File: config.mk
export PLATFORM = sky130hd
export DESIGN_NAME = regfile_writeback_queue_flat
export DESIGN_NICKNAME = d
export VERILOG_FILES = /design/src/rtl/regfile_writeback_queue_pkg.sv /design/src/rtl/regfile_writeback_queue_if.sv /design/src/rtl/regfile_writeback_queue_fwd_match.sv /design/src/rtl/regfile_writeback_queue.sv /design/src/flat_wrapper.sv
export SDC_FILE = /design/constraint.sdc
export NUM_CORES = 1
export LEC_CHECK = 0
export CAP_MARGIN = 15
export CORE_MARGIN = 2
export CORE_UTILIZATION = 60
export CTS_CLUSTER_SIZE = 14
export DETAILED_ROUTE_END_ITERATION = 10
export PLACE_DENSITY = 0.88
export SYNTH_ARGS = -nofsm -noshare
export SYNTH_HDL_FRONTEND = slang
export SYNTH_HIERARCHICAL = 1
export SYNTH_SLANG_ARGS = --single-unit
export TNS_END_PERCENT = 1
File: constraint.sdc
create_clock -name clk -period 3.5 [get_ports clk]
set_clock_uncertainty 0.15 [all_clocks]
set_input_delay 0.35 -clock clk [delete_from_list [all_inputs] [get_ports clk]]
set_output_delay 0.35 -clock clk [all_outputs]
set_load 0.02 [all_outputs]
File: src/rtl/regfile_writeback_queue_pkg.sv
// Shared core types for the register-file write path: address/data widths and the queued write-back entry.
package rv_core_pkg;

    localparam int REG_ADDR_W = 5;
    localparam int XLEN       = 32;

    typedef struct packed {
        logic [REG_ADDR_W-1:0] rd;
        logic [XLEN-1:0]       data;
    } wb_entry_t;

endpackage

File: src/rtl/regfile_writeback_queue_if.sv
// Producer-side request handshake and register-file write port of the write-back queue.
interface regfile_writeback_queue_if;
    import rv_core_pkg::*;

    logic                  in_valid;
    logic                  in_ready;
    logic [REG_ADDR_W-1:0] in_rd;
    logic [XLEN-1:0]       in_data;
    logic                  wb_ready;
    logic                  wb_en;
    logic [REG_ADDR_W-1:0] wb_rd;
    logic [XLEN-1:0]       wb_data;

    // master drives requests and owns the write port; slave is the queue itself
    modport master (
        output in_valid, in_rd, in_data, wb_ready,
        input  in_ready, wb_en, wb_rd, wb_data
    );

    modport slave (
        input  in_valid, in_rd, in_data, wb_ready,
        output in_ready, wb_en, wb_rd, wb_data
    );
endinterface

File: src/rtl/regfile_writeback_queue_fwd_match.sv
// Finds the youngest valid queued entry whose rd matches a source register and returns its data.
module wbq_fwd_match
    import rv_core_pkg::*;
#(
    parameter int DEPTH = 4,
    parameter int PTR_W = $clog2(DEPTH)
) (
    input  wb_entry_t             entries_i [DEPTH],
    input  logic [DEPTH-1:0]      valid_i,
    input  logic [PTR_W-1:0]      head_i,
    input  logic [REG_ADDR_W-1:0] rs_i,
    output logic                  hit_o,
    output logic [XLEN-1:0]       data_o
);

    logic [PTR_W-1:0] idx;

    // Walk oldest to youngest from the head so the last match wins.
    always_comb begin
        hit_o  = 1'b0;
        data_o = '0;
        idx    = head_i;
        if (rs_i != '0) begin
            for (int k = 0; k < DEPTH; k++) begin
                idx = head_i + PTR_W'(k);
                if (valid_i[idx] && entries_i[idx].rd == rs_i) begin
                    hit_o  = 1'b1;
                    data_o = entries_i[idx].data;
                end
            end
        end
    end

endmodule

File: src/rtl/regfile_writeback_queue.sv
// FIFO of pending register write-backs draining into the single write port, with read-stage forwarding.
module regfile_writeback_queue
    import rv_core_pkg::*;
#(
    parameter int DEPTH = 4,
    parameter int PTR_W = $clog2(DEPTH)
) (
    input  logic                      clk,
    input  logic                      rst_n,
    regfile_writeback_queue_if.slave  bus,
    input  logic [REG_ADDR_W-1:0]     rs1,
    input  logic [REG_ADDR_W-1:0]     rs2,
    output logic                      rs1_hit,
    output logic [XLEN-1:0]           rs1_fwd,
    output logic                      rs2_hit,
    output logic [XLEN-1:0]           rs2_fwd,
    output logic [PTR_W:0]            count,
    output logic                      empty,
    output logic                      full
);

    wb_entry_t        mem_q [DEPTH];
    logic [DEPTH-1:0] valid_q, valid_d;
    logic [PTR_W-1:0] head_q, head_d;
    logic [PTR_W-1:0] tail_q, tail_d;
    logic [PTR_W:0]   count_q, count_d;
    logic             push, store, pop;
    wb_entry_t        head_e;

    assign empty        = (count_q == '0);
    assign full         = (count_q == (PTR_W+1)'(DEPTH));
    assign count        = count_q;
    assign bus.in_ready = !full;

    assign push  = bus.in_valid && !full;
    // x0 requests complete the handshake but are dropped here
    assign store = push && (bus.in_rd != '0);
    assign pop   = !empty && bus.wb_ready;

    assign head_e      = mem_q[head_q];
    assign bus.wb_en   = pop;
    assign bus.wb_rd   = pop ? head_e.rd   : '0;
    assign bus.wb_data = pop ? head_e.data : '0;

    always_comb begin
        valid_d = valid_q;
        head_d  = head_q;
        tail_d  = tail_q;
        count_d = count_q;
        if (pop) begin
            valid_d[head_q] = 1'b0;
            head_d          = head_q + PTR_W'(1);
        end
        if (store) begin
            valid_d[tail_q] = 1'b1;
            tail_d          = tail_q + PTR_W'(1);
        end
        if (store && !pop) begin
            count_d = count_q + (PTR_W+1)'(1);
        end else if (pop && !store) begin
            count_d = count_q - (PTR_W+1)'(1);
        end
    end

    always_ff @(posedge clk) begin
        if (!rst_n) begin
            valid_q <= '0;
            head_q  <= '0;
            tail_q  <= '0;
            count_q <= '0;
        end else begin
            valid_q <= valid_d;
            head_q  <= head_d;
            tail_q  <= tail_d;
            count_q <= count_d;
        end
    end

    // Entry payload is qualified by valid_q, so it needs no reset.
    always_ff @(posedge clk) begin
        if (store) begin
            mem_q[tail_q] <= '{rd: bus.in_rd, data: bus.in_data};
        end
    end

    wbq_fwd_match #(.DEPTH(DEPTH), .PTR_W(PTR_W)) u_fwd_rs1 (
        .entries_i (mem_q),
        .valid_i   (valid_q),
        .head_i    (head_q),
        .rs_i      (rs1),
        .hit_o     (rs1_hit),
        .data_o    (rs1_fwd)
    );

    wbq_fwd_match #(.DEPTH(DEPTH), .PTR_W(PTR_W)) u_fwd_rs2 (
        .entries_i (mem_q),
        .valid_i   (valid_q),
        .head_i    (head_q),
        .rs_i      (rs2),
        .hit_o     (rs2_hit),
        .data_o    (rs2_fwd)
    );

endmodule

File: src/flat_wrapper.sv
// flat-port wrapper written by rule: the top's interface ports become plain ports
module regfile_writeback_queue_flat import rv_core_pkg::*;
#(
    parameter int DEPTH = 4,
    parameter int PTR_W = $clog2(DEPTH)
)
  (clk, rst_n, rs1, rs2, rs1_hit, rs1_fwd, rs2_hit, rs2_fwd, count, empty, full, bus_in_valid, bus_in_rd, bus_in_data, bus_wb_ready, bus_in_ready, bus_wb_en, bus_wb_rd, bus_wb_data);
  regfile_writeback_queue_if bus_i ();
  input  logic clk;
  input  logic rst_n;
  input  logic [REG_ADDR_W-1:0] rs1;
  input  logic [REG_ADDR_W-1:0] rs2;
  output logic rs1_hit;
  output logic [XLEN-1:0] rs1_fwd;
  output logic rs2_hit;
  output logic [XLEN-1:0] rs2_fwd;
  output logic [PTR_W:0] count;
  output logic empty;
  output logic full;
  input wire logic [$bits(bus_i.in_valid)-1:0] bus_in_valid;
  input wire logic [$bits(bus_i.in_rd)-1:0] bus_in_rd;
  input wire logic [$bits(bus_i.in_data)-1:0] bus_in_data;
  input wire logic [$bits(bus_i.wb_ready)-1:0] bus_wb_ready;
  output wire logic [$bits(bus_i.in_ready)-1:0] bus_in_ready;
  output wire logic [$bits(bus_i.wb_en)-1:0] bus_wb_en;
  output wire logic [$bits(bus_i.wb_rd)-1:0] bus_wb_rd;
  output wire logic [$bits(bus_i.wb_data)-1:0] bus_wb_data;
  assign bus_i.in_valid = bus_in_valid;
  assign bus_i.in_rd = bus_in_rd;
  assign bus_i.in_data = bus_in_data;
  assign bus_i.wb_ready = bus_wb_ready;
  assign bus_in_ready = bus_i.in_ready;
  assign bus_wb_en = bus_i.wb_en;
  assign bus_wb_rd = bus_i.wb_rd;
  assign bus_wb_data = bus_i.wb_data;
  regfile_writeback_queue #(.DEPTH(DEPTH), .PTR_W(PTR_W)) u_core (.clk(clk), .rst_n(rst_n), .bus(bus_i), .rs1(rs1), .rs2(rs2), .rs1_hit(rs1_hit), .rs1_fwd(rs1_fwd), .rs2_hit(rs2_hit), .rs2_fwd(rs2_fwd), .count(count), .empty(empty), .full(full));
endmodule
# [Yosys cells after proc, flatten, opt, wreduce, memory -nomap -nowiden]
# Cells that the tools add are included.
[totals] register_bits=159 inputBits=51 output_inout_bits=110 word_cells=126
[classes] n_addsub=6 order_cmp=13 eq_ne=9 muxes=53 n_bitwise=8 n_reduce_logical=25
[ops] operator="$mux W32" n=11
[ops] operator="$mux W37" n=9
[ops] operator="$bmux W37 S2" n=4
[ops] operator="$bwmux W148" n=1
[ops] operator="$demux W37 S2" n=1
[ops] operator="$eq A5 B5 Y1" n=8
[ops] operator="$logic_and A1 B1 Y1" n=16
[ops] operator="$mux W1" n=16
[ops] operator="$ge A3 B3 Y1 const B" n=5
[ops] operator="$lt A2 B3 Y1 const B" n=5
[ops] operator="$not A2 Y3" n=5
[ops] operator="$reduce_bool A5 Y1" n=3
[ops] operator="$bmux W1 S2" n=4
[ops] operator="$mux W4" n=2
[ops] operator="$mux W3" n=2
[ops] operator="$mux W5" n=1
[ops] operator="$add A2 B1 Y2 const B" n=2
[ops] operator="$add A2 B2 Y2 const B" n=2
[ops] operator="$and A4 B4 Y4" n=1
[ops] operator="$demux W1 S2" n=2
[ops] operator="$ge A2 B1 Y1 const B" n=2
[ops] operator="$logic_not A1 Y1" n=4
[ops] operator="$not A4 Y4" n=1
[ops] operator="$or A4 B4 Y4" n=1
[ops] operator="other kinds (6)" n=6

# [Depth between registers and ports, before layout]
[depth] word_depth=11 mapped_depth=10 mapped_depth_nobuf=9

# [By module]
# Netlist, hierarchy kept.
[by_module_without_submodules] mod="wbq_fwd_match" n_inst=2 cells_per_inst=705 area_per_inst_um2=5355.1 seq_area_each_um2=0.0
[by_module_without_submodules] mod="regfile_writeback_queue" n_inst=1 cells_per_inst=308 area_per_inst_um2=6267.3 seq_area_each_um2=4664.5

# [Worst setup path before layout]
# Ideal clock, no wire load.
[synth_timing] path_kind="reg2out" startpoint="reg u_core.head_q[1]" endpoint="out rs1_fwd[20]" arrival_ps=2621 required_time_ps=3000 setup_slack_ps=379 stages_incl_launch_ff=11 n_path_buf=3 cell_sequence="dfxtp_1 buf_4 buf_4 mux2i_1 mux2i_1 xnor2_1 nand4_1 nor2_2 buf_2 a211oi_1 nor3_1"
[synth_via] elab_chain_len=11 elab_cells_between_ends=40 cone_classes="3 x add/sub; 4 x eq/ne; 25 x mux; 4 x bitwise; 4 x reduce/logical"
[synth_rtl] element="start, declared" line="regfile_writeback_queue.sv:24" rtl="logic [PTR_W-1:0] head_q, head_d;"
[synth_rtl] element="start signal, assigned" line="regfile_writeback_queue.sv:68" rtl="head_q <= '0;"
[synth_rtl] element="start signal, assigned" line="regfile_writeback_queue.sv:73" rtl="head_q <= head_d;"
[synth_rtl] element="$add A2 B1 Y2 / $not A2 Y3 (equally long branches)" line="regfile_writeback_queue_fwd_match.sv:25, regfile_writeback_queue_fwd_match.sv:26, regfile_writeback_queue_fwd_match.sv:28"
[synth_rtl] element="$not A2 Y3 (not written as such) / $bmux W37 S2 (equally long branches)" line="regfile_writeback_queue_fwd_match.sv:26, regfile_writeback_queue_fwd_match.sv:28"
[synth_rtl] element="$bmux W37 S2 / $mux W37 (equally long branches)" line="regfile_writeback_queue_fwd_match.sv:26, regfile_writeback_queue_fwd_match.sv:28"
[synth_rtl] element="$mux W37 (not written as such)" line="regfile_writeback_queue_fwd_match.sv:28" rtl="data_o = entries_i[idx].data;"
[synth_rtl] element="$mux W37 (not written as such) / $eq A5 B5 Y1 (equally long branches)" line="regfile_writeback_queue_fwd_match.sv:28, regfile_writeback_queue_fwd_match.sv:26"
[synth_rtl] element="$eq A5 B5 Y1 / $logic_and A1 B1 Y1 (equally long branches)" line="regfile_writeback_queue_fwd_match.sv:26" rtl="if (valid_i[idx] && entries_i[idx].rd == rs_i) begin"
[synth_rtl] element="$logic_and A1 B1 Y1 / $mux W32 (equally long branches)" line="regfile_writeback_queue_fwd_match.sv:26"
[synth_rtl] element="$mux W32 (2 in a row)" line="regfile_writeback_queue_fwd_match.sv:26"
[synth_rtl] element="$mux W32 (*)" line="regfile_writeback_queue_fwd_match.sv:26"
[synth_rtl] element="$mux W32 (*)" line="regfile_writeback_queue_fwd_match.sv:23" rtl="if (rs_i != '0) begin"
[synth_rtl] element="end, declared" line="flat_wrapper.sv:14" rtl="output logic [XLEN-1:0] rs1_fwd;"
# Every way passes the cells marked *; elsewhere a longest branch is shown, timed or not. The select of a mux whose other input is x is not followed.

# [Worst setup path after layout]
[layout_timing] startpoint="reg u_core.head_q[1]" endpoint="out rs2_fwd[20]"
[layout_via] elab_chain_len=11 elab_cells_between_ends=40 cone_classes="3 x add/sub; 4 x eq/ne; 25 x mux; 4 x bitwise; 4 x reduce/logical"
[layout_rtl] element="$add A2 B1 Y2 / $not A2 Y3 (equally long branches)" line="regfile_writeback_queue_fwd_match.sv:25, regfile_writeback_queue_fwd_match.sv:26, regfile_writeback_queue_fwd_match.sv:28"
[layout_rtl] element="$not A2 Y3 (not written as such) / $bmux W37 S2 (equally long branches)" line="regfile_writeback_queue_fwd_match.sv:26, regfile_writeback_queue_fwd_match.sv:28"
[layout_rtl] element="$bmux W37 S2 / $mux W37 (equally long branches)" line="regfile_writeback_queue_fwd_match.sv:26, regfile_writeback_queue_fwd_match.sv:28"
[layout_rtl] element="$mux W37 (not written as such)" line="regfile_writeback_queue_fwd_match.sv:28"
[layout_rtl] element="$mux W37 (not written as such) / $eq A5 B5 Y1 (equally long branches)" line="regfile_writeback_queue_fwd_match.sv:28, regfile_writeback_queue_fwd_match.sv:26"
[layout_rtl] element="$eq A5 B5 Y1 / $logic_and A1 B1 Y1 (equally long branches)" line="regfile_writeback_queue_fwd_match.sv:26"
[layout_rtl] element="$logic_and A1 B1 Y1 / $mux W32 (equally long branches)" line="regfile_writeback_queue_fwd_match.sv:26"
[layout_rtl] element="$mux W32 (2 in a row)" line="regfile_writeback_queue_fwd_match.sv:26"
[layout_rtl] element="$mux W32 (*)" line="regfile_writeback_queue_fwd_match.sv:26"
[layout_rtl] element="$mux W32 (*)" line="regfile_writeback_queue_fwd_match.sv:23"
[layout_rtl] element="end, declared" line="flat_wrapper.sv:16" rtl="output logic [XLEN-1:0] rs2_fwd;"
# Marks and branches as above.

==> summary.txt <==
Synth Area per Inst - 9.88 sq um
Drt drc - 0
Cells after Synth - 1718
Worst setup path class - reg -> out
Final #Nets - 1958
Num CTS Buffers - 17
Vias in the first global route - 15100
Share of layout cells above drive strength 1 - 32.8%
Commonest non-fill, non-tap cell in the layout - mux2i_1
Initial Util - 60.9%
Share of synthesized registers carrying an async set or reset - 0%
DP Worst Slack - -625 ps
Yosys reg bits - 159
Hold Crit Class - reg -> reg
Fin util - 75.4%
Reg2reg start - u_core/count[0]
Std-Cell Rows - 61
Crit Path Max Fanout - 6
CTS tree - built
Flop2flop setup slack - 890 ps
Drt pass-1 iters - 7
GP Congestion - 0.942
Failing checks - setup timing
Io pins - 161
Setup TNS Final - -12620 ps
Reg-to-Reg End - u_core/count[2]
Tcrit/Tclk final - 109%
H-tree levels - 4
RSZ-0062 raised after global routing - yes
Synth Flop Type - edfxtp_1
Routed Antenna Nets - 0
WL met3 - 5.35 mm
DR top layer - met4
Largest net degree at the start of global routing - 146
Total grt overflow - 0
Full die area - 29700 sq um
WP data arrival - 3310 ps
Startpoint Class - flop
Worst endpoint required time - 3000 ps
Seq/Total Area, Yosys - 27.5%
CP Capture Type - output pin
Netlist cell types - 52
Worst Max-Slew Pin Slew - 673 ps
Setup violations, final - 77
CTS root buf - clkbuf_16
CTS Buffer Depth - 2
Post-route minimum period - 3810 ps
Via count - 15700
Antenna violations before repair - 1
Total GRT Usage - 34.9%
Post-DP HPWL - 32.8 mm
Post-Syn Area - 17000 sq um
Die width - 172 um
Number of flops mapped to enable cells by yosys - 148
Reg clk slew, reported paths - 70 ps
Status - complete, but fails checks
Critical Path Sink - rs2_fwd[20]
Pwr/cell area - 549 nW/um^2
FMAX - 263 MHz
Leakage power - 7.12 nW
Endpoints failing hold - 0
Setup ws final - -308 ps
MaxCap Viol Count - 0
Total power - 0.0115 W
Clock sink total - 159
IO buf count - 160
Core Footprint - 27900 sq um
Synthesis-to-finish area growth - 23.6%
Peak supply drop - 0.538 mV
Final slew viol count - 0
Avg WL per Cell - 23.9 um
DR vias/cell - 6.86
Clock Latency Late Sink - 430 ps
Syn. warnings - 6
Syn Nets - 1779
Iter 0 DRT Violations - 2269
Final wirelength - 54.8 mm
FF-to-FF path depth - 7
WL met1 - 20.5 mm
DR WL met2 - 25.8 mm
Die span in y - 172 um
First-pass GRT wire length - 80.7 mm
CP startpoint - u_core/head_q[1]
Slew headroom - 55.1%
Commonest cells after routing, fill and taps aside - mux2i_1 (168), edfxtp_1 (148), buf_4 (147), nand2_1 (140), a211oi_1 (124)
==> area by class of cell <==
cell class              count  area [sq um]
diodes                      2          5.00
inverters                  12          47.5
fillers                  1707          6870
repair buffers            334          3430
multi-input cells        1373         11800
clock buffers              18           429
well taps                 378           473
flip-flops and latches    159          4670
clock inverters            14           169
==> timing repair <==
action	4_1_cts	5_1_grt
buffers inserted	19	10
gates cloned	6	1
resized for setup	299	80
hold buffers	0	0
pin swaps	24	24
setup endpoints to repair	100	99
endpoints found under the hold margin	0	0
==> sequential cells by signal, summed over array words and instances (netlist names) <==
signal	flops
u_core/mem_q	148
u_core/tail_q	2
u_core/head_q	2
u_core/valid_q	4
u_core/count	3
==> critical path, cell delays in order, from the launching register on <==
cell      delay [ps]
dfxtp_4          410
buf_6            160
buf_12           120
buf_4            110
mux2i_2          230
xnor2_1          160
nor3_1            80
buf_4            150
o22ai_4          230
buf_6            140
buf_6            110
mux2_4           300
a211oi_2         300
nor3_2            70
buf_4            150
buf_4            150
==> cell usage after synthesis, types with 4 or more instances <==
master / number / share of area [%]
a211oi_1: 140 / 6.2
a211oi_2: 118 / 8.7
a21oi_1: 66 / 1.9
a32oi_1: 4 / 0.21
and2_2: 4 / 0.18
buf_1: 6 / 0.13
buf_2: 57 / 1.7
buf_4: 11 / 0.49
buf_6: 11 / 0.73
clkbuf_1: 89 / 2.0
dfxtp_1: 11 / 1.3
edfxtp_1: 148 / 26
ha_1: 9 / 0.66
inv_1: 11 / 0.24
mux2_1: 50 / 3.3
mux2_2: 78 / 5.2
mux2i_1: 172 / 10
mux4_2: 45 / 6.0
nand2_1: 140 / 3.1
nand2b_1: 64 / 2.4
nand3_1: 4 / 0.12
nand3b_1: 66 / 2.9
nor2_1: 74 / 1.6
nor2b_1: 109 / 4.0
nor3_1: 13 / 0.38
nor3_2: 58 / 3.4
o211ai_1: 4 / 0.18
o21ai_0: 69 / 2.0
xnor2_1: 34 / 1.8
xor2_1: 17 / 0.88
==> routing by layer <==
metal / vias up / track usage (%)
met5: - / 0
met4: 0 / 18.0
met3: 274 / 5.63
met2: 1040 / 58.1
met1: 7551 / 43.9
li1: 6844 / -
==> how the worst min path moves through the flow <==
stage	end	cells past startpoint	startpoint	slack, ps
after floorplan	u_core/mem_q[0]	0	bus_in_data[0]	300
after global placement	u_core/tail_q[0]	2	u_core/tail_q[0]	330
after detailed placement	u_core/tail_q[1]	2	u_core/tail_q[1]	350
after CTS	u_core/tail_q[1]	2	u_core/tail_q[1]	360
after global routing	u_core/mem_q[132]	1	bus_in_data[21]	390
final	u_core/tail_q[1]	2	u_core/tail_q[1]	360
==> through the flow <==
step | area (sq um) | cells | hold WS, ps
6_report | 21000 | 2290 | 363
5_1_grt | 21000 | 2289 | 391
4_1_cts | 20700 | 2279 | 360
3_5_place_dp | 19800 | 2223 | 352
3_3_place_gp | 19800 | 2223 | 331
2_1_floorplan | 17000 | 1718 | 299
==> cell families after synthesis <==
logic type / count (synthesis) / share of synthesized area [%]
adders and majority gates: 10 / 0.781
AOI/OAI and AO/OA: 416 / 20.3
xor gates and xnor gates: 51 / 2.63
muxes: 345 / 24.6
buffers and inverters: 186 / 5.28
DFF: 159 / 27.5
and+or+nand+nor: 551 / 19.0
==> power breakdown <==
| part | total [W] | internal [W] | switching (W) |
|---|---|---|---|
| clock network | 0.00195 | 0.00112 | 0.000825 |
| registers | 0.00256 | 0.00231 | 0.000244 |
| logic | 0.00703 | 0.00306 | 0.00397 |
Note: power is estimated with default switching activity, not from simulation.
